$ cat src/rtl/alu_muldiv_iter_if.sv
// Request/response bundle for the iterative multiply/divide unit.
// The unit connects through the slave modport; the issuing stage uses master.
interface alu_muldiv_iter_if #(
    parameter int unsigned DataWidth = 32,
    parameter int unsigned TagWidth  = 5
);
    logic                 flush_i;
    logic                 valid_i;
    logic                 ready_o;
    logic [2:0]           op_i;
    logic [DataWidth-1:0] srcA_i;
    logic [DataWidth-1:0] srcB_i;
    logic [TagWidth-1:0]  tag_i;
    logic                 valid_o;
    logic                 ready_i;
    logic [DataWidth-1:0] result_o;
    logic [TagWidth-1:0]  tag_o;
    logic                 zero_o;
    logic                 negative_o;
    logic                 busy_o;

    modport slave (
        input  flush_i, valid_i, op_i, srcA_i, srcB_i, tag_i, ready_i,
        output ready_o, valid_o, result_o, tag_o, zero_o, negative_o, busy_o
    );

    modport master (
        output flush_i, valid_i, op_i, srcA_i, srcB_i, tag_i, ready_i,
        input  ready_o, valid_o, result_o, tag_o, zero_o, negative_o, busy_o
    );
endinterface

$ cat src/rtl/alu_muldiv_iter.sv
// Iterative RV32M multiply/divide unit: shift-add multiply, restoring divide on magnitudes.
// Define MULDIV_RADIX4_EN to retire two multiplier bits per cycle (divide stays radix-2).
module alu_muldiv_iter #(
    parameter int unsigned DataWidth = 32,
    parameter int unsigned TagWidth  = 5
) (
    input  logic              clk_i,
    input  logic              rst_i,
    alu_muldiv_iter_if.slave  bus
);
    localparam int unsigned CntW = $clog2(DataWidth);
    localparam logic [DataWidth-1:0] MinNeg = {1'b1, {(DataWidth-1){1'b0}}};
`ifdef MULDIV_RADIX4_EN
    localparam int unsigned MulExt = 2;
`else
    localparam int unsigned MulExt = 1;
`endif

    typedef enum logic [1:0] {S_IDLE, S_CALC, S_FIX, S_DONE} state_t;

    state_t                 r_state, w_next;
    logic [2:0]             r_op;
    logic [TagWidth-1:0]    r_tag;
    logic [TagWidth-1:0]    r_tag_o;
    logic [2*DataWidth-1:0] r_acc;
    logic [DataWidth-1:0]   r_mcand;
    logic                   r_neg;
    logic [CntW-1:0]        r_cnt;
    logic [DataWidth-1:0]   r_result;
    logic                   r_valid;
`ifdef MULDIV_RADIX4_EN
    logic [DataWidth+1:0]   r_mcand3;
    logic [DataWidth+1:0]   w_addend;
`endif

    logic                   w_accept;
    logic                   w_a_signed, w_b_signed;
    logic                   w_sign_a, w_sign_b;
    logic [DataWidth-1:0]   w_mag_a, w_mag_b;
    logic                   w_div_zero, w_div_ovf, w_special;
    logic [DataWidth-1:0]   w_special_result;
    logic                   w_last;
    logic [DataWidth+MulExt-1:0] w_mul_sum;
    logic [DataWidth:0]     w_div_diff;
    logic [2*DataWidth-1:0] w_acc_step;
    logic [2*DataWidth-1:0] w_prod;
    logic [DataWidth-1:0]   w_div_val, w_div_res, w_fix_result;

    assign w_accept = bus.valid_i && (r_state == S_IDLE) && !bus.flush_i;

    assign w_a_signed = (bus.op_i == 3'b001) || (bus.op_i == 3'b010) || (bus.op_i[2] && !bus.op_i[0]);
    assign w_b_signed = (bus.op_i == 3'b001) || (bus.op_i[2] && !bus.op_i[0]);
    assign w_sign_a   = w_a_signed && bus.srcA_i[DataWidth-1];
    assign w_sign_b   = w_b_signed && bus.srcB_i[DataWidth-1];
    assign w_mag_a    = w_sign_a ? -bus.srcA_i : bus.srcA_i;
    assign w_mag_b    = w_sign_b ? -bus.srcB_i : bus.srcB_i;

    assign w_div_zero = bus.op_i[2] && (bus.srcB_i == '0);
    assign w_div_ovf  = bus.op_i[2] && !bus.op_i[0] && (bus.srcA_i == MinNeg) && (bus.srcB_i == '1);
    assign w_special  = w_div_zero || w_div_ovf;

    always_comb begin
        w_special_result = '0;
        if (w_div_zero)
            w_special_result = bus.op_i[1] ? bus.srcA_i : '1;
        else if (w_div_ovf)
            w_special_result = bus.op_i[1] ? '0 : MinNeg;
    end

`ifdef MULDIV_RADIX4_EN
    assign w_last = (r_cnt == (r_op[2] ? CntW'(DataWidth-1) : CntW'(DataWidth/2-1)));
`else
    assign w_last = (r_cnt == CntW'(DataWidth-1));
`endif

    // Multiply keeps the multiplier in the low half and shifts right; divide shifts the
    // dividend left through the high half, which ends up holding the remainder.
    always_comb begin
        w_acc_step = r_acc;
        w_mul_sum  = '0;
        w_div_diff = '0;
`ifdef MULDIV_RADIX4_EN
        w_addend   = '0;
`endif
        if (!r_op[2]) begin
`ifdef MULDIV_RADIX4_EN
            case (r_acc[1:0])
                2'b01:   w_addend = {2'b00, r_mcand};
                2'b10:   w_addend = {1'b0, r_mcand, 1'b0};
                2'b11:   w_addend = r_mcand3;
                default: w_addend = '0;
            endcase
            w_mul_sum  = {2'b00, r_acc[2*DataWidth-1:DataWidth]} + w_addend;
            w_acc_step = {w_mul_sum, r_acc[DataWidth-1:2]};
`else
            w_mul_sum  = {1'b0, r_acc[2*DataWidth-1:DataWidth]} + {1'b0, (r_acc[0] ? r_mcand : '0)};
            w_acc_step = {w_mul_sum, r_acc[DataWidth-1:1]};
`endif
        end else begin
            w_div_diff = r_acc[2*DataWidth-1:DataWidth-1] - {1'b0, r_mcand};
            if (!w_div_diff[DataWidth])
                w_acc_step = {w_div_diff[DataWidth-1:0], r_acc[DataWidth-2:0], 1'b1};
            else
                w_acc_step = {r_acc[2*DataWidth-2:0], 1'b0};
        end
    end

    assign w_prod       = r_neg ? -r_acc : r_acc;
    assign w_div_val    = r_op[1] ? r_acc[2*DataWidth-1:DataWidth] : r_acc[DataWidth-1:0];
    assign w_div_res    = r_neg ? -w_div_val : w_div_val;
    assign w_fix_result = r_op[2] ? w_div_res
                        : ((r_op[1:0] == 2'b00) ? w_prod[DataWidth-1:0] : w_prod[2*DataWidth-1:DataWidth]);

    always_ff @(posedge clk_i or negedge rst_i) begin
        if (!rst_i) r_state <= S_IDLE;
        else        r_state <= w_next;
    end

    always_comb begin
        w_next = r_state;
        if (bus.flush_i) begin
            w_next = S_IDLE;
        end else begin
            case (r_state)
                S_IDLE:  if (w_accept) w_next = w_special ? S_DONE : S_CALC;
                S_CALC:  if (w_last) w_next = S_FIX;
                S_FIX:   w_next = S_DONE;
                S_DONE:  if (bus.ready_i) w_next = S_IDLE;
                default: w_next = S_IDLE;
            endcase
        end
    end

    always_ff @(posedge clk_i or negedge rst_i) begin
        if (!rst_i) begin
            r_op     <= '0;
            r_tag    <= '0;
            r_tag_o  <= '0;
            r_acc    <= '0;
            r_mcand  <= '0;
            r_neg    <= 1'b0;
            r_cnt    <= '0;
            r_result <= '0;
            r_valid  <= 1'b0;
`ifdef MULDIV_RADIX4_EN
            r_mcand3 <= '0;
`endif
        end else if (bus.flush_i) begin
            r_valid <= 1'b0;
            r_cnt   <= '0;
        end else begin
            case (r_state)
                S_IDLE: if (w_accept) begin
                    r_op    <= bus.op_i;
                    r_tag   <= bus.tag_i;
                    r_cnt   <= '0;
                    r_neg   <= (bus.op_i[2] && bus.op_i[1]) ? w_sign_a : (w_sign_a ^ w_sign_b);
                    r_acc   <= {{DataWidth{1'b0}}, (bus.op_i[2] ? w_mag_a : w_mag_b)};
                    r_mcand <= bus.op_i[2] ? w_mag_b : w_mag_a;
`ifdef MULDIV_RADIX4_EN
                    r_mcand3 <= {2'b00, w_mag_a} + {1'b0, w_mag_a, 1'b0};
`endif
                    if (w_special) begin
                        r_result <= w_special_result;
                        r_tag_o  <= bus.tag_i;
                        r_valid  <= 1'b1;
                    end
                end
                S_CALC: begin
                    r_acc <= w_acc_step;
                    r_cnt <= w_last ? '0 : r_cnt + 1'b1;
                end
                S_FIX: begin
                    r_result <= w_fix_result;
                    r_tag_o  <= r_tag;
                    r_valid  <= 1'b1;
                end
                S_DONE: if (bus.ready_i) r_valid <= 1'b0;
                default: ;
            endcase
        end
    end

    assign bus.ready_o    = (r_state == S_IDLE);
    assign bus.busy_o     = (r_state != S_IDLE);
    assign bus.valid_o    = r_valid;
    assign bus.result_o   = r_result;
    assign bus.tag_o      = r_tag_o;
    assign bus.zero_o     = r_valid && (r_result == '0);
    assign bus.negative_o = r_result[DataWidth-1];
endmodule

$ cat src/flat_wrapper.sv
// flat-port wrapper written by rule: the top's interface ports become plain ports
module alu_muldiv_iter_flat 
#(
    parameter int unsigned DataWidth = 32,
    parameter int unsigned TagWidth  = 5
)
  (clk_i, rst_i, bus_flush_i, bus_valid_i, bus_op_i, bus_srcA_i, bus_srcB_i, bus_tag_i, bus_ready_i, bus_ready_o, bus_valid_o, bus_result_o, bus_tag_o, bus_zero_o, bus_negative_o, bus_busy_o);
  alu_muldiv_iter_if #(.DataWidth(DataWidth), .TagWidth(TagWidth)) bus_i ();
  input  logic clk_i;
  input  logic rst_i;
  input wire logic [$bits(bus_i.flush_i)-1:0] bus_flush_i;
  input wire logic [$bits(bus_i.valid_i)-1:0] bus_valid_i;
  input wire logic [$bits(bus_i.op_i)-1:0] bus_op_i;
  input wire logic [$bits(bus_i.srcA_i)-1:0] bus_srcA_i;
  input wire logic [$bits(bus_i.srcB_i)-1:0] bus_srcB_i;
  input wire logic [$bits(bus_i.tag_i)-1:0] bus_tag_i;
  input wire logic [$bits(bus_i.ready_i)-1:0] bus_ready_i;
  output wire logic [$bits(bus_i.ready_o)-1:0] bus_ready_o;
  output wire logic [$bits(bus_i.valid_o)-1:0] bus_valid_o;
  output wire logic [$bits(bus_i.result_o)-1:0] bus_result_o;
  output wire logic [$bits(bus_i.tag_o)-1:0] bus_tag_o;
  output wire logic [$bits(bus_i.zero_o)-1:0] bus_zero_o;
  output wire logic [$bits(bus_i.negative_o)-1:0] bus_negative_o;
  output wire logic [$bits(bus_i.busy_o)-1:0] bus_busy_o;
  assign bus_i.flush_i = bus_flush_i;
  assign bus_i.valid_i = bus_valid_i;
  assign bus_i.op_i = bus_op_i;
  assign bus_i.srcA_i = bus_srcA_i;
  assign bus_i.srcB_i = bus_srcB_i;
  assign bus_i.tag_i = bus_tag_i;
  assign bus_i.ready_i = bus_ready_i;
  assign bus_ready_o = bus_i.ready_o;
  assign bus_valid_o = bus_i.valid_o;
  assign bus_result_o = bus_i.result_o;
  assign bus_tag_o = bus_i.tag_o;
  assign bus_zero_o = bus_i.zero_o;
  assign bus_negative_o = bus_i.negative_o;
  assign bus_busy_o = bus_i.busy_o;
  alu_muldiv_iter #(.DataWidth(DataWidth), .TagWidth(TagWidth)) u_core (.clk_i(clk_i), .rst_i(rst_i), .bus(bus_i));
endmodule
$ cat config.mk
export PLATFORM = sky130hd
export DESIGN_NAME = alu_muldiv_iter_flat
export DESIGN_NICKNAME = d
export VERILOG_FILES = /design/src/rtl/alu_muldiv_iter_if.sv /design/src/rtl/alu_muldiv_iter.sv /design/src/flat_wrapper.sv
export SDC_FILE = /design/constraint.sdc
export NUM_CORES = 1
export LEC_CHECK = 0
export ABC_CLOCK_PERIOD_IN_PS = 5570
export CAP_MARGIN = 40
export CORE_ASPECT_RATIO = 1.75
export CORE_UTILIZATION = 40
export DETAILED_ROUTE_END_ITERATION = 10
export MAX_ROUTING_LAYER = met4
export REMOVE_ABC_BUFFERS = 1
export SETUP_SLACK_MARGIN = 0.05
export SYNTH_ARGS = -nofsm -noshare
export SYNTH_HDL_FRONTEND = slang
export SYNTH_SLANG_ARGS = --single-unit
$ cat constraint.sdc
create_clock -name clk_i -period 5.57 [get_ports clk_i]
set_input_delay 1.671 -clock clk_i [delete_from_list [all_inputs] [get_ports clk_i]]
set_output_delay 1.671 -clock clk_i [all_outputs]
set_load 0.01 [all_outputs]
==> run metrics <==
status=finished clean; Clock Path Buffers=2; DRT Pass-1 Iters=7; CP max-delay cell=or4_1; Clock Sinks=150; crit-path cells=clkdlybuf4s50_1 -> or4_1 -> or4_1 -> or4_1 -> or2_2 -> inv_1 -> a21oi_1 -> nor2_1 -> a21oi_4 -> buf_16 -> buf_12 -> a31oi_1 -> a21o_1; DRC=0; post-DP HPWL=47700 um; DR vias=~17000; Layout Cells excl Fill=2714; fmax=0.203 GHz; ys flop type=dfrtp_1; multi-input logic area=11600 sq um; average cell area after synthesis=7.47 sq um; hold_ws=0.478 ns; Num CTS Buffers=17; arrival time at the worst endpoint=5.32 ns; max incr delay on CP=0.60 ns; GP Congestion=between 0.9 and 1; Die X=roughly 150 um; Area Growth Syn to Fin=15.0%; Post-Place Cells=around 2700; Reg clk slew, reported paths=0.06 ns; first-pass GRT wire length=94800 um; Static Leak=around 7.7 nW; Cell Area, Synth=16200 sq um; H-tree depth=4; CP Capture Type=register; Port Buffers=~120; flops & latches, synth=150; Worst Setup Start Kind=input port; WS Path Type=input port to register; Clk Latency, worst-skew pair=0.46 ns; fill cell count=about 4100; Nets=approximately 2400; Pins Over Slew Limit=0; postcts setup bufs=0; RSZ-0062 raised after global routing=false; CP Max Fanout=32; most common cell after layout, fill and taps aside=o21ai_0; Synth area leader=dfrtp_1; most frequent cells in the layout=o21ai_0 (246), nand2_1 (225), nor2_1 (187); Unique masters post-synth=about 70; Rows=97; Least-Margin Pin Slew=0.923 ns; fraction of layout cells with a size suffix above 1=0.0744; I/O Pins=roughly 120; Wirelength per Cell=22.6 um; share of flip-flops with an asynchronous set or reset=1.00; register area=3760 sq um; number of global-route vias before repair=16644; top cells by area, synth=dfrtp_1 (23%), o21ai_0 (7.6%), ha_1 (5.8%); Max VDD drop=318 uV; antenna violations before repair=2; sequential share of the synthesized area=0.231; setup violators final=0; final-report hold violation count=0; DIE AREA=41400 sq um; Pwr Total=a little under 10 mW; CTS tree=built; setup TNS=0 ns; Synth Warn #=0; hold-fix buffers at CTS=0; worst setup margin=0.644 ns; Die H=~270 um; grt ovf=0; period utilisation layout=0.884; Final min period=between 4 and 5 ns; Crit path top cell by count=or4_1; Max-cap violations=0; Antenna Violating Nets Remaining=0; setup slack at placement=0.231 ns; slew margin rel.=0.380; Final Routed Wirelength=between 60000 and 70000 um; required time of the critical path=roughly 6 ns; pin count of the biggest net entering global routing=a little over 100; initial detailed-routing violation count=1079; P per Cell Area=532 nW/um^2; EDFF count, synth=0; Root Driver=clkbuf_16; # resized after CTS=0; skew final=0.0246 ns; vias per cell=between 6 and 7; GRT Total Usage=0.309; initial core utilization=0.405; Core ar.=40100 sq um; Synth top area share=0.231; HP Class=register to register; Syn Inst Count=~2200
==> kinds of logic (layout without fill, tap and decap cells) <==
family,Yosys count,count (layout),share of synthesized area
buffers and inverters,232,275,0.0557
AO/OA/AOI/OAI,716,716,0.273
multiplexers,109,109,0.0704
other,0,2,0
flip-flops,150,150,0.231
AND/OR/NAND/NOR,690,690,0.202
XOR/XNOR,200,200,0.108
adder cells (fa/ha/maj),77,77,0.0603
==> state kept, by name, indices dropped and copies added (netlist names) <==
name                 flops
u_core.bus.valid_o       1
u_core.bus.tag_o         5
u_core.r_cnt             5
u_core.r_state           2
u_core.bus.result_o     32
u_core.r_op              3
u_core.r_neg             1
u_core.r_tag             5
u_core.r_acc            64
u_core.r_mcand          32
==> worst max-delay path: cells and delay by family <==
kind / cells / cell delay, ns
buf+inv: 4 / 0.92
compound gates: 4 / 0.47
simple gates: 5 / 2.25
==> routing by layer <==
metal,global-route usage,wire [um]
met1,0.320,22800
met2,0.535,30900
met3,0.0363,2940
met4,0.243,4790
met5,-,0
==> stage by stage <==
stage	utilization	area, sq um
after floorplan	-	15600
after global placement	0.446	17900
after detailed placement	0.450	18000
after CTS	0.466	18600
after global routing	0.466	18700
final	0.466	18700
==> layout make-up <==
class	count	share of cell area
well taps	495	0.0332
diodes	2	0.000268
multi-input cells	1792	0.622
clock inverters	12	0.0103
repair buffers	178	0.0955
clock buffers	19	0.0237
flip-flops and latches	150	0.201
inverters	66	0.0133
==> worst paths after layout <==
kind	slack [ns]	start	to	cells past startpoint
setup / recovery	0.64	bus_srcA_i[16]	u_core.bus.result_o[14]	13
hold / removal	0.48	u_core.r_mcand[16]	u_core.r_mcand[16]	2
setup reg to reg	1.10	u_core.r_acc[50]	u_core.bus.result_o[25]	9
hold reg to reg	0.48	u_core.r_mcand[16]	u_core.r_mcand[16]	2
max in group asynchronous	3.41	rst_i	u_core.r_neg	3
min in group asynchronous	1.10	rst_i	u_core.r_acc[42]	1
==> synthesized netlist by cell type, drive strengths merged, types with 12 or more instances <==
cell      n
o21ai   251
nand2   225
nor2    187
a21oi   181
dfrtp   150
clkbuf  140
xnor2   107
xor2     93
ha       75
mux2i    68
inv      66
a21o     48
nor3     47
a211oi   43
mux2     41
nand2b   37
o31ai    35
nand3    30
nand4    30
a22oi    27
buf      26
nor4     25
o211ai   21
or4      18
a31oi    16
nor2b    16
o41ai    16
or3      16
a221oi   14
and2     12
o21bai   12
or2      12
==> report_power, final <==
group / internal (mW) / switching (mW) / leakage (nW) / total (mW)
Sequential: 1.49 / 0.730 / 1.95 / 2.22
Clock: 0.770 / 0.537 / 0.307 / 1.31
Combinational: 2.66 / 3.75 / 5.43 / 6.41
Total: 4.92 / 5.02 / 7.69 / 9.93
No activity file was read; power rests on OpenSTA's default activity.
